==> src/rtl/clock_pkg.sv <==
// Shared types and constants for the programmable clock divider.
// Holds the FSM encoding, the divisor floor and the default width.
package clock_pkg;

  localparam int DEF_WIDTH = 28;
  localparam int MIN_DIV   = 2;

  typedef enum logic [1:0] {
    ST_RUN  = 2'd0,
    ST_HALT = 2'd1,
    ST_STEP = 2'd2
  } state_t;

endpackage

==> src/rtl/clock_ctrl.sv <==
// Programmable clock divider with run/halt/single-step control.
// Output period is div_cur cycles; divisor changes land on period edges.
module clock_ctrl
  import clock_pkg::*;
#(
  parameter int WIDTH       = DEF_WIDTH,
  parameter int DEFAULT_DIV = 100_000,
  parameter bit START_RUN   = 1'b1
) (
  input  logic             clk_in,
  input  logic             rst,
  input  logic             run,
  input  logic             step,
  input  logic [WIDTH-1:0] div_in,
  input  logic             div_load,
  output logic             clk_out,
  output logic             rise_tick,
  output logic             fall_tick,
  output logic             halted,
  output logic [WIDTH-1:0] div_cur
);

  localparam logic [WIDTH-1:0] MIN_D = WIDTH'(MIN_DIV);
  localparam logic [WIDTH-1:0] RST_DIV =
    (DEFAULT_DIV < MIN_DIV) ? MIN_D : WIDTH'(DEFAULT_DIV);
  localparam state_t RST_ST = START_RUN ? ST_RUN : ST_HALT;

  state_t           state_q, state_d;
  logic [WIDTH-1:0] cnt_q, cnt_d;
  logic [WIDTH-1:0] div_q, div_d;
  logic [WIDTH-1:0] pval_q, pval_d;
  logic             pend_q, pend_d;
  logic             clk_q, clk_d;
  logic             rise_q, fall_q;
  logic [WIDTH-1:0] ld_val;
  logic             bnd;

  assign ld_val = (div_in < MIN_D) ? MIN_D : div_in;
  assign bnd    = (cnt_q == div_q - 1'b1);

  always_comb begin
    state_d = state_q;
    cnt_d   = cnt_q;
    div_d   = div_q;
    pval_d  = pval_q;
    pend_d  = pend_q;
    clk_d   = 1'b0;
    if (div_load) begin
      pend_d = 1'b1;
      pval_d = ld_val;
    end
    unique case (state_q)
      ST_RUN, ST_STEP: begin
        clk_d = (cnt_q < (div_q >> 1));
        if (bnd) begin
          cnt_d   = '0;
          state_d = run ? ST_RUN : ST_HALT;
          // a load in the boundary cycle wins over an older pending value
          if (div_load) begin
            div_d  = ld_val;
            pend_d = 1'b0;
          end else if (pend_q) begin
            div_d  = pval_q;
            pend_d = 1'b0;
          end
        end else begin
          cnt_d = cnt_q + 1'b1;
        end
      end
      ST_HALT: begin
        cnt_d = '0;
        if (pend_q) begin
          div_d  = pval_q;
          pend_d = div_load;
        end
        if (run) begin
          state_d = ST_RUN;
        end else if (step) begin
          state_d = ST_STEP;
        end
      end
      default: begin
        state_d = ST_HALT;
        cnt_d   = '0;
      end
    endcase
  end

  always_ff @(posedge clk_in) begin
    if (rst) begin
      state_q <= RST_ST;
      cnt_q   <= '0;
      div_q   <= RST_DIV;
      pval_q  <= RST_DIV;
      pend_q  <= 1'b0;
      clk_q   <= 1'b0;
      rise_q  <= 1'b0;
      fall_q  <= 1'b0;
    end else begin
      state_q <= state_d;
      cnt_q   <= cnt_d;
      div_q   <= div_d;
      pval_q  <= pval_d;
      pend_q  <= pend_d;
      clk_q   <= clk_d;
      rise_q  <= clk_d & ~clk_q;
      fall_q  <= ~clk_d & clk_q;
    end
  end

  assign clk_out   = clk_q;
  assign rise_tick = rise_q;
  assign fall_tick = fall_q;
  assign halted    = (state_q == ST_HALT);
  assign div_cur   = div_q;

endmodule

==> config.mk <==
export PLATFORM = sky130hd
export DESIGN_NAME = clock_ctrl
export DESIGN_NICKNAME = d
export VERILOG_FILES = /design/src/rtl/clock_pkg.sv /design/src/rtl/clock_ctrl.sv
export SDC_FILE = /design/constraint.sdc
export NUM_CORES = 1
export LEC_CHECK = 0
export BUFFER_PORTS_ARGS = -buffer_cell sky130_fd_sc_hd__clkbuf_2
export CORE_MARGIN = 4
export CORE_UTILIZATION = 35
export CTS_CLUSTER_DIAMETER = 150
export CTS_CLUSTER_SIZE = 28
export DETAILED_ROUTE_END_ITERATION = 16
export GPL_ROUTABILITY_DRIVEN = 0
export PLACE_DENSITY_LB_ADDON = 0.3
export SYNTH_ARGS = -nofsm -noshare
export SYNTH_HDL_FRONTEND = slang
export SYNTH_SLANG_ARGS = --single-unit
export TNS_END_PERCENT = 100
==> constraint.sdc <==
create_clock -name clk_in -period 3.8 [get_ports clk_in]
set_input_delay 1.14 -clock clk_in [delete_from_list [all_inputs] [get_ports clk_in]]
set_output_delay 1.14 -clock clk_in [all_outputs]
set_load 0.03 [all_outputs]
==> results of run 1 <==
==> stage by stage <==
| step | hold WS [ns] | instances | cell area [um^2] | power (mW) | util, % |
|---|---|---|---|---|---|
| 3_3_place_gp | 0.446 | 966 | 6550 | 1.17 | 39.1 |
| 6_report | 0.440 | 982 | 6820 | 2.00 | 40.7 |
| 5_1_grt | 0.485 | 982 | 6820 | 2.08 | 40.7 |
| 2_1_floorplan | 0.448 | 715 | 6030 | 1.12 | - |
| 3_5_place_dp | 0.440 | 966 | 6550 | 1.18 | 39.1 |
| 4_1_cts | 0.448 | 982 | 6820 | 2.03 | 40.7 |
==> final cells by class <==
type / instances / share of cell area [%]
tap: 220 / 4.04
timing repair buffer: 80 / 6.83
clock inverter: 6 / 0.624
multi-input combinational: 543 / 56.9
inverter: 33 / 1.82
clock buffer: 10 / 3.36
sequential: 90 / 26.4
==> logic make-up (layout without fill, tap and decap cells) <==
logic type / count (synthesis) / count (layout) / share of synthesized area (%)
DFF: 90 / 90 / 29.9
xor gates and xnor gates: 57 / 57 / 8.28
buffers and inverters: 82 / 129 / 5.98
and+or+nand+nor: 280 / 280 / 24.6
muxes: 77 / 77 / 12.8
adders and majority gates: 28 / 28 / 5.81
AOI/OAI and AO/OA: 101 / 101 / 12.6
==> routing by layer <==
metal	GRT usage [%]	vias to the layer above	share of wire (%)
met5	0	-	0
met3	3.98	13	4.0
met4	3.50	0	1.1
li1	-	2609	-
met1	23.6	2472	51
met2	24.9	110	44
==> final timing paths <==
path	startpoint	to	slack, ns	cells past startpoint
max	div_cur[1]$_SDFFE_PP0P_	state_q[0]$_SDFFE_PP0P_	0.27	10
min reg2reg	clk_out$_SDFF_PP0_	rise_tick$_SDFF_PP0_	0.44	1
min	clk_out$_SDFF_PP0_	rise_tick$_SDFF_PP0_	0.44	1
max reg2reg	div_cur[1]$_SDFFE_PP0P_	state_q[0]$_SDFFE_PP0P_	0.27	10
==> Yosys cell counts (3+ instances only) <==
| cell type | instances |
|---|---|
| nor2b_1 | 10 |
| or4_1 | 4 |
| a21oi_1 | 14 |
| o211ai_1 | 3 |
| nor4_1 | 15 |
| and2_1 | 3 |
| a21o_1 | 12 |
| inv_1 | 33 |
| nand4_1 | 15 |
| and3_1 | 8 |
| nand3_1 | 20 |
| o21ai_0 | 11 |
| nor2_1 | 112 |
| xnor2_1 | 35 |
| nand3b_1 | 4 |
| ha_1 | 28 |
| a211o_1 | 29 |
| buf_1 | 5 |
| buf_6 | 5 |
| mux2i_1 | 76 |
| a211oi_1 | 8 |
| nand2_1 | 20 |
| nor3_1 | 14 |
| clkbuf_1 | 29 |
| nand2b_1 | 29 |
| buf_2 | 9 |
| dfxtp_1 | 90 |
| or3_1 | 5 |
| xor2_1 | 22 |
==> power by group through the flow <==
| stage | Combinational, mW | Sequential (mW) | Clock, mW |
|---|---|---|---|
| floorplan | 0.121 | 0.999 | 0 |
| global placement | 0.161 | 1.01 | 0 |
| detailed placement | 0.162 | 1.01 | 0 |
| CTS | 0.162 | 0.992 | 0.872 |
| global route | 0.180 | 0.996 | 0.909 |
| finish | 0.161 | 0.992 | 0.843 |
==> flip-flops by register name (all words and copies together), names as in the netlist <==
register   count
state_q        2
fall_tick      1
pval_q        28
pend_q         1
clk_out        1
div_cur       28
cnt_q         28
rise_tick      1
==> worst reg2reg max path, stage by stage (launching register included) <==
cell,delay (ns)
dfxtp_1,0.39
inv_1,0.12
ha_1,0.27
or3b_2,0.54
or4_4,0.48
nor3b_1,0.26
xnor2_1,0.16
nand4_1,0.19
or4_1,0.59
or3_1,0.32
a21oi_1,0.14
==> run metrics, run 1 <==
status=complete, no violations; final critical-path required period=3.53 ns; Mapped Cells=715; DP HPWL=11500 um; DRC Markers=0; Cell Int Power=1.49 mW; Synth top area share=29.9%; Setup WS post-layout=0.265 ns; critical path launch point type=flip-flop; Layout Nets=818; setup repair bufs after CTS=0; logic gate share of total power=8.1%; CTS buffer count=9; Clock transition at path regs=0.07 ns; Die Height=139 um; cts hold-fix bufs=0; initial DRC count=308; Data required, critical path=4.08 ns; CTS root buffer=clkbuf_16; clk sinks=90; WL/cell=16.1 um; pre-CTS setup slack=0.354 ns; Hold Path Class=reg2reg; crit path kind=reg2reg; Least-Margin Pin Slew=0.973 ns; Rows=47; ys flop type=dfxtp_1; initial antenna violation count=0; total wire length=15800 um; sequential power share=49.7%; Clk pwr share=42.2%; fmax=0.283 GHz; I/O Pins=65; post-synth top area cell=dfxtp_1; critical-path cell list=inv_1 -> ha_1 -> or3b_2 -> or4_4 -> nor3b_1 -> xnor2_1 -> nand4_1 -> or4_1 -> or3_1 -> a21oi_1; Psw=0.509 mW; die width=139 um; drt pass-1 iters=5; FILL cells=1739; pwr/cell area=293 nW/um^2; CP max FO=7; most frequent cells in the layout=nor2_1, dfxtp_1, mux2i_1; starting density of the core=36.0%; Pins Over Slew Limit=0; Lkg Pwr=3.00 nW; multi-input gate area in the final layout=3880 um^2; final setup fails=0; IO buf count=64; crit path max-delay cell type=or4_1; number of diodes=0; CTS resizes=0; max incr delay on CP=0.59 ns; CORE AREA=16800 um^2; largest net degree at the start of global routing=58; Yosys warnings=0; VDD IR max=0.000258 V; most common cell after layout, fill and taps aside=nor2_1; syn nets=776; layout cells sized above 1=14.7%; mapped cell area=6030 um^2; All-Layer GR Usage=16.4%; global-route wire length before repair=26100 um; synthesized area per cell=8.43 um^2; Async S/R FF share, synth=0%; CP arrival=3.82 ns; main area contributors after synthesis=dfxtp_1, mux2i_1, nor2_1; RSZ-0062 raised after global routing=no; Final ANT Viol Nets=0; Die ar.=19400 um^2; normalized max-slew margin=35.2%; DR vias/cell=5.30; Fin Clk Skew=0.00866 ns; H-tree levels=3; P&R area growth vs syn=13.1%; CTS tree=yes; Final Hold Viols=0; Yosys reg bits=90; Switching Share=25.5%; vias in the first global route=4805; max cap viols=0; global route overflow=0; vias after detailed routing=5204; Final period util=93.0%; Worst path top cell family by delay=simple AND/OR/NAND/NOR gates; sequential area share after synthesis=29.9%; Register Area=1800 um^2; TNS Setup=0 ns; Distinct cells, synth=63; clk_lat worst skew=0.35 ns; Critical path buffers and inverters=1; Post-synth EDFFs=0; critical path endpoint category=flip-flop; Clock Tree Buf Depth=2
Note: power is estimated with default switching activity, not from simulation.
==> run 2: changes to the inputs <==
--- a/config.mk
+++ b/config.mk
@@ -7,7 +7,7 @@
 export LEC_CHECK = 0
 export BUFFER_PORTS_ARGS = -buffer_cell sky130_fd_sc_hd__clkbuf_2
 export CORE_MARGIN = 4
-export CORE_UTILIZATION = 35
+export CORE_UTILIZATION = 60
 export CTS_CLUSTER_DIAMETER = 150
 export CTS_CLUSTER_SIZE = 28
 export DETAILED_ROUTE_END_ITERATION = 16
==> run metrics, run 2 (same netlist as run 1, synthesis figures left out) <==
status=complete, no violations; Clock Tree Buf Depth=2 (unchanged); Final Hold Viols=0 (unchanged); starting density of the core=61.7% (+26 points); VDD IR max=0.000353 V (+37%); die width=108 um (-22%); Setup WS post-layout=0.291 ns (+0.0259 ns); P&R area growth vs syn=8.98%; placed insts=874 (-9.5%); Die Height=108 um (-22%); Pins Over Slew Limit=0 (unchanged); CTS resizes=0 (unchanged); All-Layer GR Usage=27.5% (+11 points); initial DRC count=472 (+53%); Final period util=92.3% (-0.68 points); total wire length=15200 um (-3.5%); critical path launch point type=flip-flop; CTS buffer count=9 (unchanged); Rows=36 (-23%); initial antenna violation count=0 (unchanged); normalized max-slew margin=42.4% (+7.2 points); clk sinks=90 (unchanged); Layout Nets=813 (-0.61%); TNS Setup=0 ns (unchanged); vias after detailed routing=5387 (+3.5%); Die ar.=11700 um^2 (-40%); Least-Margin Pin Slew=0.863 ns (-0.110 ns); I/O Pins=65 (unchanged); H-tree levels=3 (unchanged); final setup fails=0 (unchanged); WL/cell=17.1 um (+6.5%); CP arrival=3.78 ns (-0.04 ns); drt pass-1 iters=5 (unchanged); number of diodes=0 (unchanged); Final ANT Viol Nets=0 (unchanged); RSZ-0062 raised after global routing=no; CORE AREA=9770 um^2 (-42%); clk_lat worst skew=0.39 ns (+0.04 ns); global-route wire length before repair=25600 um (-1.8%); CTS root buffer=clkbuf_8; Lkg Pwr=2.94 nW (-2.2%); largest net degree at the start of global routing=91 (+57%); pwr/cell area=272 nW/um^2 (-7.0%); most frequent cells in the layout=nor2_1, dfxtp_1, mux2i_1; Hold Path Class=reg2reg; most common cell after layout, fill and taps aside=nor2_1; Data required, critical path=4.07 ns (about the same); crit path kind=reg2reg; DR vias/cell=6.05 (+14%); global route overflow=0 (unchanged); max cap viols=0 (unchanged); FILL cells=841 (-52%); Min Hold Slack=0.455 ns (+0.0144 ns); multi-input gate area in the final layout=3880 um^2 (unchanged); final critical-path required period=3.51 ns (-0.0259 ns); cts hold-fix bufs=0 (unchanged); layout cells sized above 1=14.1% (-0.56 points); CTS tree=yes; fmax=0.285 GHz (+0.74%); critical path endpoint category=flip-flop; DRC Markers=0 (unchanged); pre-CTS setup slack=0.362 ns (+0.00860 ns); CP max FO=28 (+21); DP HPWL=11100 um (-3.1%); setup repair bufs after CTS=0 (unchanged); Fin Clk Skew=0.0132 ns (+0.00452 ns); Final Non-Filler Cells=890 (-9.4%); Clock transition at path regs=0.09 ns (+0.02 ns); vias in the first global route=5236 (+9.0%); Register Area=1800 um^2 (about the same); IO buf count=64 (unchanged)
[run 2: cell count changes in the layout (fill, tap and decap cells not counted)]
| cell | before | now |
|---|---|---|
| dfxtp_2 | 1 | 0 |
| clkbuf_16 | 9 | 0 |
| clkbuf_8 | 0 | 10 |
| dfxtp_1 | 89 | 90 |
| clkinvlp_4 | 2 | 1 |
| clkinv_2 | 2 | 1 |
| buf_12 | 2 | 1 |
| inv_6 | 1 | 3 |
| buf_4 | 14 | 10 |
| clkbuf_1 | 1 | 0 |
[run 2: final timing paths]
kind	startpoint	endpoint	slack, ns	cells after the start
worst min register to register	clk_out$_SDFF_PP0_	rise_tick$_SDFF_PP0_	0.45	1
worst min-delay path	clk_out$_SDFF_PP0_	rise_tick$_SDFF_PP0_	0.45	1
worst max-delay path	div_cur[0]$_SDFFE_PP0P_	cnt_q[10]$_SDFF_PP0_	0.29	11
worst max register to register	div_cur[0]$_SDFFE_PP0P_	cnt_q[10]$_SDFF_PP0_	0.29	11
[run 2: where the power goes]
group          leakage, nW  switching [mW]  internal [mW]  total [mW]
registers            0.733          0.0207          0.966       0.986
clock network       0.0937           0.374          0.262       0.637
logic                 2.11          0.0897         0.0766       0.166
[run 2: stage by stage]
step / instance area (um^2) / utilization [%] / power (mW)
2_1_floorplan: 6030 / - / 1.12
3_3_place_gp: 6390 / 65.3 / 1.16
3_5_place_dp: 6390 / 65.3 / 1.17
4_1_cts: 6570 / 67.2 / 1.80
5_1_grt: 6570 / 67.2 / 1.86
6_report: 6570 / 67.2 / 1.79
[run 2: final cells by class]
cell class | instances | area share (%)
timing repair buffer | 75 | 6.32
inverter | 33 | 1.88
tap | 133 | 2.53
multi-input combinational | 543 | 59.0
clock buffer | 10 | 2.09
sequential | 90 | 27.4
clock inverter | 6 | 0.723
[run 2: per-layer routing]
metal | GRT usage (%) | wire, um
met1 | 35.3 | 6730
met2 | 44.8 | 7170
met3 | 6.15 | 900
met4 | 11.5 | 435
met5 | 0 | 0
[run 2: worst max-delay path, stage by stage (launching register included)]
cell and delay, ns:
dfxtp_1 0.42, inv_1 0.09, ha_1 0.25, or3b_2 0.52, or4_4 0.47, nor3b_1 0.25
xnor2_1 0.16, nand4_1 0.17, nor4_2 0.51, or3_1 0.17, buf_4 0.28, nor2_1 0.09
